### src/rtl/bin2bcd_seq.sv
// Sequential binary-to-BCD converter (shift-add-3), one input bit per clock.
// start/busy/done handshake; result and overflow flag held until the next done.
module bin2bcd_seq #(
  parameter int BIN_WIDTH = 16,
  parameter int DIGITS    = 5
) (
  input  logic                  clk,
  input  logic                  rst,
  input  logic                  start,
  input  logic [BIN_WIDTH-1:0]  bin_in,
  output logic                  busy,
  output logic                  done,
  output logic [4*DIGITS-1:0]   bcd_out,
  output logic                  overflow
);

  localparam int BCD_W = 4 * DIGITS;
  localparam int CNT_W = $clog2(BIN_WIDTH + 1);
  localparam int CMP_W = (BIN_WIDTH > BCD_W) ? BIN_WIDTH : BCD_W;

  // 10^DIGITS-1 always fits in 4*DIGITS bits, so CMP_W holds both operands.
  function automatic logic [CMP_W-1:0] max_value(input int digits);
    logic [CMP_W-1:0] v;
    v = CMP_W'(1);
    for (int i = 0; i < digits; i++) v = v * CMP_W'(10);
    return v - CMP_W'(1);
  endfunction

  localparam logic [CMP_W-1:0] MAX_VAL  = max_value(DIGITS);
  localparam logic [CNT_W-1:0] CNT_LOAD = CNT_W'(BIN_WIDTH);
  localparam logic [BCD_W-1:0] ALL_NINE = {DIGITS{4'h9}};

  typedef enum logic {IDLE, SHIFT} state_t;

  state_t               state, state_nxt;
  logic [BIN_WIDTH-1:0] shift_reg;
  logic [BCD_W-1:0]     scratch;
  logic [BCD_W-1:0]     adj;
  logic [BCD_W-1:0]     next_scratch;
  logic [CNT_W-1:0]     bit_cnt;
  logic                 ovf_pend;
  logic                 last_shift;

  // NOTE: state and datapath registers use non-blocking assignments only, so
  // every flop samples the values that existed before the clock edge.
  always_ff @(posedge clk) begin
    if (rst) state <= IDLE;
    else     state <= state_nxt;
  end

  // NOTE: each always_comb assigns its outputs a default first, so no path
  // through the case leaves a signal unassigned and no latch is inferred.
  always_comb begin
    state_nxt = state;
    case (state)
      IDLE:    if (start) state_nxt = SHIFT;
      SHIFT:   if (last_shift) state_nxt = IDLE;
      default: state_nxt = IDLE;
    endcase
  end

  always_comb begin
    busy = (state == SHIFT);
  end

  assign last_shift = (state == SHIFT) && (bit_cnt == CNT_W'(1));

  // Add-3 correction on every digit >= 5, then shift the next binary bit in.
  always_comb begin
    adj = scratch;
    for (int d = 0; d < DIGITS; d++) begin
      if (scratch[4*d +: 4] >= 4'd5) adj[4*d +: 4] = scratch[4*d +: 4] + 4'd3;
    end
  end

  assign next_scratch = {adj[BCD_W-2:0], shift_reg[BIN_WIDTH-1]};

  // NOTE: every register here is a plain flop (no memory array), so all of
  // them clear on reset, including scratch and bit_cnt.
  always_ff @(posedge clk) begin
    if (rst) begin
      shift_reg <= '0;
      scratch   <= '0;
      bit_cnt   <= '0;
      ovf_pend  <= 1'b0;
      bcd_out   <= '0;
      overflow  <= 1'b0;
      done      <= 1'b0;
    end else begin
      done <= 1'b0;
      case (state)
        IDLE: begin
          if (start) begin
            shift_reg <= bin_in;
            scratch   <= '0;
            bit_cnt   <= CNT_LOAD;
            ovf_pend  <= (CMP_W'(bin_in) > MAX_VAL);
          end
        end
        SHIFT: begin
          scratch   <= next_scratch;
          shift_reg <= shift_reg << 1;
          bit_cnt   <= bit_cnt - CNT_W'(1);
          if (last_shift) begin
            bcd_out  <= ovf_pend ? ALL_NINE : next_scratch;
            overflow <= ovf_pend;
            done     <= 1'b1;
          end
        end
        default: ;
      endcase
    end
  end

endmodule

### config.mk
export PLATFORM = sky130hd
export DESIGN_NAME = bin2bcd_seq
export DESIGN_NICKNAME = d
export VERILOG_FILES = /design/src/rtl/bin2bcd_seq.sv
export SDC_FILE = /design/constraint.sdc
export NUM_CORES = 1
export LEC_CHECK = 0
export CAP_MARGIN = 20
export CORE_MARGIN = 4
export CORE_UTILIZATION = 46
export DETAILED_ROUTE_END_ITERATION = 6
export GPL_TIMING_DRIVEN = 0
export PLACE_DENSITY = 0.7
export SLEW_MARGIN = 20
export SYNTH_ARGS = -nofsm -noshare
export SYNTH_HDL_FRONTEND = slang
export SYNTH_SLANG_ARGS = --single-unit
### constraint.sdc
create_clock -name clk -period 1.9 [get_ports clk]
set_clock_uncertainty 0.2 [all_clocks]
set_input_delay 0.38 -clock clk [delete_from_list [all_inputs] [get_ports clk]]
set_output_delay 0.38 -clock clk [all_outputs]
set_load 0.02 [all_outputs]
== Yosys cells after proc, flatten, opt, wreduce, memory -nomap -nowiden ==
Cells that the tools add are included.

* $add $sub $neg: 6
* Order comparisons: 5
* Equality and inequality tests: 2
* Multiplexer cells: 15
* Bitwise operators: 1
* Reductions and logical operators: 3

{| class="wikitable"
|+ Operators by type and width
! cell !! number
|-
| 20-bit one-hot mux with 2 select lines || 1
|-
| 16-bit one-hot mux with 2 select lines || 1
|-
| 4-bit by 3-bit >= comparator with 1-bit output (second input constant) || 5
|-
| 20-bit two-way mux || 1
|-
| 4-bit by 2-bit adder with 4-bit output (second input constant) || 4
|-
| 16-bit two-way mux || 1
|-
| 4-bit two-way mux || 4
|-
| 5-bit one-hot mux with 2 select lines || 1
|-
| 5-bit by 1-bit == test with 1-bit output (second input constant) || 1
|-
| 5-bit two-way mux || 1
|-
| 5-bit by 1-bit subtractor with 5-bit output (second input constant) || 1
|-
| 3-bit by 2-bit adder with 3-bit output (second input constant) || 1
|-
| 1-bit two-way mux || 3
|-
| 3-bit two-way mux || 1
|-
| 2-bit inequality test (second input constant) || 1
|-
| 1-bit one-hot mux with 2 select lines || 1
|-
| 2-bit AND reduction || 1
|-
| 2-bit OR reduction || 1
|-
| 1-bit logical AND || 1
|-
| 1-bit inverter || 1
|}

* Flip-flop bits (word level): 63
* Input port bits: 19

== Logic depth before layout (Yosys ltp) ==
Gate-level depths: netlist of the first run.

* Depth in word-level cells: 4
* Mapped depth: 7

== Worst setup path before layout of the first run ==
No wires, ideal clock.

* Path type: register to register
* Start: reg bit_cnt[0]
* End: reg bcd_out[10]
* Data arrival time: 1,227 ps
* Path slack: 356 ps
* Stages on the path, launching flop included: 6
* Buffers on the path: 1
* Clock period less this slack: 1,544 ps
* Cells stage by stage: dfxtp_1 > ha_1 > nor4b_4 > a21oi_1 > buf_2 > a22o_1

* Longest elaborated chain between the ends: 3

{| class="wikitable"
|+ Ends and longest elaborated chain
! element !! RTL line !! RTL
|-
| start, declared || 40 || <nowiki>logic [CNT_W-1:0] bit_cnt;</nowiki>
|-
| start signal, assigned || 103 || <nowiki>bit_cnt <= bit_cnt - CNT_W'(1);</nowiki>
|-
| 5-bit by 1-bit == test with 1-bit output || 66 || <nowiki>assign last_shift = (state == SHIFT) && (bit_cnt == CNT_W'(1));</nowiki>
|-
| 1-bit logical AND || 66 ||
|-
| 2-bit AND reduction (no source line) || n/a ||
|-
| end signal, assigned || 105 || <nowiki>bcd_out <= ovf_pend ? ALL_NINE : next_scratch;</nowiki>
|-
| end, declared || 13 || <nowiki>output logic [4*DIGITS-1:0] bcd_out,</nowiki>
|}

No other way between the ends.
A chain may end at the register's enable or synchronous reset.

== Worst setup path in the final report of the first run ==
* Start: reg bcd_out[12]
* End: out bcd_out[12]

No word-level cell between the ends.

==> results of run 1 <==
==> layout make-up <==
| cell class | count | area share |
|---|---|---|
| multi-input combinational | 214 | 0.396 |
| sequential | 63 | 0.356 |
| timing repair buffer | 40 | 0.120 |
| clock buffer | 9 | 0.0350 |
| clock inverter | 7 | 0.0272 |
| tap | 75 | 0.0265 |
| buffer | 17 | 0.0247 |
| inverter | 14 | 0.0148 |
==> stage by stage <==
stage          cells  utilization  power (W)  setup TNS (ns)  hold slack [ns]
2_1_floorplan    308            -    0.00157               0            0.249
3_3_place_gp     423        0.556    0.00166           -9.80            0.236
3_5_place_dp     423        0.556    0.00166          -10.74            0.245
4_1_cts          439        0.592    0.00295               0            0.255
5_1_grt          439        0.598    0.00304               0            0.274
6_report         439        0.598    0.00293               0            0.248
==> Yosys cell counts (2+ instances only) <==
library cell | number | area share
a22o_1 | 21 | 0.066
nor2_1 | 34 | 0.046
buf_4 | 3 | 0.0081
xnor2_1 | 6 | 0.019
nand2_1 | 14 | 0.019
ha_1 | 12 | 0.054
clkbuf_1 | 5 | 0.0067
nor3b_1 | 14 | 0.038
a21oi_1 | 39 | 0.070
nand2b_1 | 7 | 0.016
nand3_1 | 5 | 0.0089
nor3_1 | 3 | 0.0054
nor2b_1 | 3 | 0.0067
buf_1 | 2 | 0.0027
inv_1 | 13 | 0.017
mux2i_1 | 22 | 0.079
buf_2 | 7 | 0.013
o21ai_1 | 13 | 0.023
o21ai_0 | 11 | 0.020
dfxtp_1 | 63 | 0.45
==> worst max path at each step <==
stage,from,end,slack (ns)
4_1_cts,bcd_out[17],bcd_out[17],0.008
3_3_place_gp,rst,shift_reg[4],-0.33
5_1_grt,bcd_out[5],bcd_out[5],0.002
6_report,bcd_out[12],bcd_out[12],0.03
2_1_floorplan,bit_cnt[0],bcd_out[10],0.36
3_5_place_dp,rst,shift_reg[14],-0.35
==> power by group through the flow <==
stage / clock, W / sequential, W / combinational [W]
2_1_floorplan: 0 / 0.00141 / 0.000163
3_3_place_gp: 0 / 0.00141 / 0.000248
3_5_place_dp: 0 / 0.00141 / 0.000251
4_1_cts: 0.00132 / 0.00138 / 0.000251
5_1_grt: 0.00137 / 0.00138 / 0.000281
6_report: 0.00130 / 0.00138 / 0.000250
==> layout by cell type (no fill, tap or decap), types with 5 or more instances in the layout <==
cell type        instances
a21oi_1                 38
a22o_1                  21
buf_2                    7
clkbuf_8                 9
clkdlybuf4s50_1         26
dfxtp_1                 63
dlymetal6s2s_1          11
ha_1                    12
inv_1                   13
mux2i_1                 22
nand2_1                 14
nand2b_1                 7
nand3_1                  5
nor2_1                  34
nor3b_1                 14
o21ai_0                 11
o21ai_1                 13
xnor2_1                  6
==> per-layer routing <==
| metal | track usage | vias to the layer above |
|---|---|---|
| li1 | - | 1174 |
| met1 | 0.217 | 1060 |
| met2 | 0.285 | 53 |
| met3 | 0.0644 | 4 |
| met4 | 0.0532 | 0 |
| met5 | 0 | - |
==> kinds of logic after synthesis <==
kind of cell / after synthesis / share of synthesized area
AOI/OAI and AO/OA: 86 / 0.184
xor gates and xnor gates: 6 / 0.0188
adders and majority gates: 12 / 0.0537
buffers and inverters: 31 / 0.0488
DFF: 63 / 0.451
muxes: 22 / 0.0787
other: 1 / 0.00134
and+or+nand+nor: 87 / 0.163
==> timing repair <==
| action | CTS | global route |
|---|---|---|
| resized for setup | 3 | 17 |
| endpoints found under the setup margin | 3 | 32 |
| hold endpoints to repair | 0 | 0 |
| buffers inserted | 0 | 0 |
| gates cloned | 0 | 0 |
==> flow_metrics.py, run 1 <==
metrics = {
    "timing": {
        "worst_slack_ns": 0.0343,
        "finalMaxSlewViolations": 0,
        "tightest_slew_ns": 0.515,
        "hold_viol_final": 0,
        "period_needed_ns": 1.87,
        "finalCritPeriodShare": 0.982,
        "slew_headroom": 0.657,
        "fmax_ghz": 0.536,
        "setup_viol": 0,
        "rsz0062_at_grt": "false",
    },
    "place": {
        "gp_congestion": 0.759,
        "dpl_cell_area_um2": 3290,
        "pre_cts_slack_ns": -0.353,
        "dpl.hpwl_um": 4370,
        "portBuffers": 40,
    },
    "worst_setup_path": {
        "path_class": "reg -> out",
        "crit_chain": "clkdlybuf4s50_1",
        "r2r-start": "scratch[0]",
        "worstPathRequired_ns": 1.32,
        "slowest_stage": "clkdlybuf4s50_1",
        "crit_family": "buffers and inverters",
        "critical_path_depth": 1,
        "startpoint_type": "flop",
        "cp.arrival_ns": 1.29,
        "regToRegSetupSlack_ns": 0.15,
        "crit_buf_inv": 1,
        "cp_slowest_stage_delay_ns": 0.60,
        "cp-end-kind": "primary output",
        "r2r_end": "scratch[2]",
        "reg2regPathDepth": 6,
        "worstPathMaxFanout": 2,
    },
    "routing": {
        "routedWlPerCell_um": 14.0,
        "vias": 2291,
        "drc": 0,
        "top_layer": "met4",
        "wirelength_um": 6160,
        "dr_wl_met3_um": 394,
        "viasPerCell": 5.22,
        "ant_nets": 0,
        "firstDrtPassIters": 4,
        "wl_met1_um": 2850,
        "dr_wl_met2_um": 2880,
        "first_iter_violations": 106,
    },
    "min_path": {
        "hold_depth": 2,
        "worstHoldStart": "bcd_out[19]",
        "hold_class": "reg -> reg",
        "min_to": "bcd_out[19]",
    },
    "pwr": {
        "power.leakage_nw": 1.58,
        "p_comb_frac": 0.085,
        "p_per_area_nw_per_um2": 827,
        "netSwitchingFraction": 0.246,
        "p_sw_w": 0.000722,
        "p_seq_frac": 0.471,
        "p_int_w": 0.00221,
        "ir_drop_mv": 0.690,
        "clockPowerShare": 0.444,
    },
    "yosys": {
        "syn_inst": 308,
        "ys_types": 31,
        "syn-num-nets": 339,
        "avgSynthCellArea_um2": 9.08,
        "synth_edf_count": 0,
        "yosys_warnings": 0,
        "ys.flop_type": "dfxtp_1",
        "async_flop_share": 0,
        "synth_area_um2": 2800,
        "ys_seq_area_frac": 0.451,
        "ys_ff_latch": 63,
    },
    "clocking": {
        "cts_buffer_depth": 2,
        "clk_latency_ns": 0.35,
        "cts_tree": "done",
        "postCtsHoldBufs": 0,
        "numCtsBuffers": 9,
        "clkTransAtPathRegs_ns": 0.08,
        "cts_sinks": 63,
        "htree_num_levels": 3,
        "root_buffer": "clkbuf_8",
    },
    "grt": {
        "grt_pass1_vias": 2240,
        "antenna_found_initial": 0,
        "grt_usage": 0.175,
        "overflow": 0,
        "grt_pass1_wl_um": 10200,
        "grt_max_degree": 13,
    },
    "layout": {
        "n_antenna_cell": 0,
        "fillers": 551,
        "seqCellArea_um2": 1260,
        "design_area_um2": 3540,
        "multi_input_area_um2": 1400,
        "final_layout_size_suffix_gt1_frac": 0.0962,
        "final_nets": 390,
        "area_growth_syn_to_layout_pct": 26.7,
    },
    "flow_run": {
        "max_cap_violations": 0,
    },
    "die": {
        "die_h_um": 86.0,
        "rows": 28,
        "initial_core_util": 0.472,
        "die-area_um2": 7390,
        "coreArea_um2": 5920,
        "io_pins": 42,
        "die_w_um": 86.0,
    },
    "outcome": {
        "status": "complete, no violations",
    },
}
Note: power is estimated with default switching activity, not from simulation.
==> run 2, diff against run 1 <==
--- a/config.mk
+++ b/config.mk
@@ -6,11 +6,10 @@
 export NUM_CORES = 1
 export LEC_CHECK = 0
 export CAP_MARGIN = 20
-export CORE_MARGIN = 4
 export CORE_UTILIZATION = 46
 export DETAILED_ROUTE_END_ITERATION = 6
 export GPL_TIMING_DRIVEN = 0
-export PLACE_DENSITY = 0.7
+export PLACE_DENSITY = 0.73
 export SLEW_MARGIN = 20
 export SYNTH_ARGS = -nofsm -noshare
 export SYNTH_HDL_FRONTEND = slang
==> run 2 against run 1 <==
Against the previous run:
- global-route usage is 3.6 points higher
- die area is 13% lower
- sequential share of layout area is 0.42 points higher
- critical endpoint is now bcd_out[5]
- setup slack better by 0.014 ns
- flip-flop and latch count stayed put
==> flow_metrics.py, run 2 (synthesized netlist as in run 1, its figures left out) <==
metrics = {
    "outcome": {
        "status": "complete, no violations",
    },
    "timing": {
        "finalCritPeriodShare": 0.975,
        "worst_slack_ns": 0.0483,
        "hold_viol_final": 0,
        "slew_headroom": 0.646,
        "tns_ns": 0,
        "tightest_slew_ns": 0.531,
        "rsz0062_at_grt": "false",
        "period_needed_ns": 1.85,
        "fmax_ghz": 0.540,
        "hold_ws_ns": 0.242,
        "setup_viol": 0,
        "finalMaxSlewViolations": 0,
    },
    "worst_setup_path": {
        "worstPathRequired_ns": 1.32,
        "path_class": "reg -> out",
        "crit_chain": "clkdlybuf4s50_1",
        "cp_slowest_stage_delay_ns": 0.60,
        "worstPathMaxFanout": 2,
        "slowest_stage": "clkdlybuf4s50_1",
        "cp-end-kind": "primary output",
        "crit_buf_inv": 1,
        "startpoint_type": "flop",
        "crit_family": "buffers and inverters",
        "cp.arrival_ns": 1.27,
    },
    "die": {
        "die-area_um2": 6400,
        "rows": 28,
        "die_w_um": 80.0,
        "initial_core_util": 0.475,
        "coreArea_um2": 5890,
        "io_pins": 42,
        "die_h_um": 80.0,
    },
    "place": {
        "gp_congestion": 0.811,
        "dpl.hpwl_um": 4160,
        "pre_cts_slack_ns": -0.402,
        "portBuffers": 40,
    },
    "routing": {
        "routedWlPerCell_um": 13.6,
        "first_iter_violations": 82,
        "firstDrtPassIters": 4,
        "drc": 0,
        "wirelength_um": 5960,
        "ant_nets": 0,
        "vias": 2311,
        "viasPerCell": 5.26,
    },
    "clocking": {
        "root_buffer": "clkbuf_8",
        "cts_buffer_depth": 2,
        "postCtsHoldBufs": 0,
        "clk_latency_ns": 0.34,
        "cts_sinks": 63,
        "htree_num_levels": 3,
        "numCtsBuffers": 9,
        "cts_tree": "done",
        "clkTransAtPathRegs_ns": 0.07,
    },
    "grt": {
        "antenna_found_initial": 0,
        "grt_max_degree": 11,
        "grt_pass1_wl_um": 9960,
        "grt_pass1_vias": 2097,
        "grt_usage": 0.212,
        "overflow": 0,
    },
    "min_path": {
        "hold_class": "reg -> reg",
    },
    "layout": {
        "n_antenna_cell": 0,
        "area_growth_syn_to_layout_pct": 25.2,
        "layout_commonest_cell": "dfxtp_1",
        "fillers": 562,
        "final_nets": 390,
        "final_layout_size_suffix_gt1_frac": 0.0907,
        "final_cell_mix": "63 x dfxtp_1, 37 x a21oi_1, 34 x nor2_1",
        "postLayoutCoreUtil": 0.595,
    },
    "flow_run": {
        "max_cap_violations": 0,
    },
    "pwr": {
        "finalPower_w": 0.00268,
        "power.leakage_nw": 1.57,
        "p_per_area_nw_per_um2": 766,
        "ir_drop_mv": 0.537,
    },
}
run 2: path summary, 6_finish.rpt:
path / from / to / slack, ns / depth (start not counted)
setup / recovery: bcd_out[5] / bcd_out[5] / 0.05 / 1
hold / removal: bcd_out[7] / bcd_out[7] / 0.24 / 2
setup reg to reg: scratch[0] / scratch[2] / 0.15 / 6
hold reg to reg: bcd_out[7] / bcd_out[7] / 0.24 / 2
run 2: cell type report:
type,count,area [um2],area share
well taps,75,93.8,0.0268
clock inverters,3,17.5,0.00500
repair buffers,40,424,0.121
multi-input cells,214,1410,0.402
plain buffers,17,86.3,0.0247
clock buffers,13,159,0.0454
inverters,14,52.6,0.0150
flip-flops and latches,63,1260,0.360
run 2: metrics by stage:
step / area (um2) / std cells
after detailed placement: 3290 / 423
final: 3500 / 439
after floorplan: 2800 / 308
after global routing: 3500 / 439
after global placement: 3290 / 423
after CTS: 3460 / 439
run 2: repair_timing:
item,4_1_cts,5_1_grt
pin swaps,0,0
buffers inserted,0,0
gates resized for setup,3,17
setup endpoints to repair,3,42
run 2: metal layers:
layer,vias up,track usage,share of wire
met1,1081,0.266,0.48
met5,-,0,0
met2,56,0.316,0.45
met4,0,0.0911,0.018
met3,8,0.0869,0.052
li1,1166,-,-
run 2: where the power goes:
group / leakage (nW) / internal (W) / switching (W) / total, W
logic: 0.968 / 0.000114 / 0.000138 / 0.000253
registers: 0.511 / 0.00135 / 0.0000248 / 0.00138
clock network: 0.0894 / 0.000541 / 0.000510 / 0.00105
==> run 3, diff against run 2 <==
--- a/config.mk
+++ b/config.mk
@@ -6,6 +6,7 @@
 export NUM_CORES = 1
 export LEC_CHECK = 0
 export CAP_MARGIN = 20
+export CORE_ASPECT_RATIO = 1.75
 export CORE_UTILIZATION = 46
 export DETAILED_ROUTE_END_ITERATION = 6
 export GPL_TIMING_DRIVEN = 0
==> run 3 against run 2 <==
Against the previous run:
- largest power group unchanged
- wire length up 5.9%
- sequential share of layout area down 0.46 points
- flip-flop and latch count unchanged
- sequential power about the same
- critical path type unchanged
- worst hold slack better by 0.0036 ns
- global-route usage up 1.8 points
- setup slack better by 0.0019 ns
- cell count up 0.68%
==> flow_metrics.py, run 3 (synthesized netlist as in run 1, its figures left out) <==
metrics = {
    "outcome": {
        "status": "complete, no violations",
    },
    "layout": {
        "layout_commonest_cell": "dfxtp_1",
        "final_cell_mix": "63 x dfxtp_1, 39 x a21oi_1, 34 x nor2_1",
        "final_nets": 390,
        "area_growth_syn_to_layout_pct": 26.8,
        "n_antenna_cell": 0,
        "postLayoutCoreUtil": 0.603,
        "final_layout_size_suffix_gt1_frac": 0.0879,
    },
    "grt": {
        "grt_pass1_wl_um": 10700,
        "grt_usage": 0.230,
        "grt_max_degree": 11,
        "antenna_found_initial": 0,
        "grt_pass1_vias": 2323,
        "overflow": 0,
    },
    "flow_run": {
        "max_cap_violations": 0,
    },
    "clocking": {
        "htree_num_levels": 3,
        "cts_buffer_depth": 2,
        "root_buffer": "clkbuf_8",
        "clk_latency_ns": 0.35,
        "post_cts_buffers": 0,
        "numCtsBuffers": 9,
        "clkTransAtPathRegs_ns": 0.06,
        "postCtsHoldBufs": 0,
        "cts_tree": "done",
        "cts_sinks": 63,
    },
    "routing": {
        "wirelength_um": 6310,
        "first_iter_violations": 69,
        "drc": 0,
        "routedWlPerCell_um": 14.3,
        "ant_nets": 0,
        "firstDrtPassIters": 4,
        "viasPerCell": 5.25,
        "vias": 2320,
    },
    "pwr": {
        "p_per_area_nw_per_um2": 805,
        "power.leakage_nw": 1.66,
        "finalPower_w": 0.00285,
        "ir_drop_mv": 0.450,
    },
    "die": {
        "coreArea_um2": 5880,
        "die_h_um": 105,
        "initial_core_util": 0.476,
        "die_w_um": 60.9,
        "rows": 37,
        "io_pins": 42,
        "die-area_um2": 6410,
    },
    "timing": {
        "setup_viol": 0,
        "finalMaxSlewViolations": 0,
        "rsz0062_at_grt": "false",
        "worst_slack_ns": 0.0502,
        "hold_viol_final": 0,
        "finalCritPeriodShare": 0.974,
        "period_needed_ns": 1.85,
        "fmax_ghz": 0.541,
        "tightest_slew_ns": 0.573,
        "slew_headroom": 0.618,
    },
    "worst_setup_path": {
        "worstPathRequired_ns": 1.32,
        "startpoint_type": "flop",
        "crit_chain": "clkdlybuf4s50_1",
        "crit_family": "buffers and inverters",
        "cp-end-kind": "primary output",
        "cp_slowest_stage_delay_ns": 0.60,
        "cp.arrival_ns": 1.27,
        "worstPathMaxFanout": 2,
        "path_class": "reg -> out",
        "crit_buf_inv": 1,
        "slowest_stage": "clkdlybuf4s50_1",
    },
    "place": {
        "portBuffers": 40,
        "dpl.hpwl_um": 4510,
        "pre_cts_slack_ns": -0.399,
        "gp_congestion": 0.846,
    },
    "min_path": {
        "hold_class": "reg -> reg",
    },
}
run 3: timing repair:
action | 4_1_cts | 5_1_grt
endpoints found under the setup margin | 11 | 26
pin swaps | 0 | 0
resized for setup | 3 | 18
run 3: metal layers:
layer	vias to the layer above	share of wire	global-route usage
met1	1082	0.40	0.256
met3	18	0.039	0.0668
met4	0	0.030	0.120
met5	-	0	0
met2	50	0.53	0.380
li1	1170	-	-
run 3: report_power, final:
group          internal [W]  switching (W)
Combinational      0.000115       0.000142
Clock              0.000709       0.000507
Sequential          0.00135      0.0000264
run 3: through the flow:
stage / hold slack [ns] / cell area (um2) / TNS [ns] / std cells
2_1_floorplan: 0.249 / 2800 / 0 / 308
3_3_place_gp: 0.235 / 3290 / -9.86 / 426
3_5_place_dp: 0.243 / 3290 / -11.49 / 426
4_1_cts: 0.251 / 3500 / 0 / 442
5_1_grt: 0.263 / 3550 / 0 / 442
6_report: 0.246 / 3550 / 0 / 442
run 3: worst paths after layout:
| kind | start | to | slack [ns] | cells past startpoint |
|---|---|---|---|---|
| worst max-delay path | bcd_out[15] | bcd_out[15] | 0.05 | 1 |
| worst min-delay path | bcd_out[4] | bcd_out[4] | 0.25 | 2 |
| worst max register to register | bit_cnt[0] | bcd_out[6] | 0.15 | 6 |
| worst min register to register | bcd_out[4] | bcd_out[4] | 0.25 | 2 |
run 3: area by class of cell:
class / count / area, um2
plain buffers: 17 / 86.3
fillers: 545 / 2330
inverters: 14 / 52.6
multi-input cells: 214 / 1400
clock inverters: 3 / 40.0
repair buffers: 40 / 435
clock buffers: 13 / 169
flip-flops and latches: 63 / 1260
well taps: 78 / 97.6
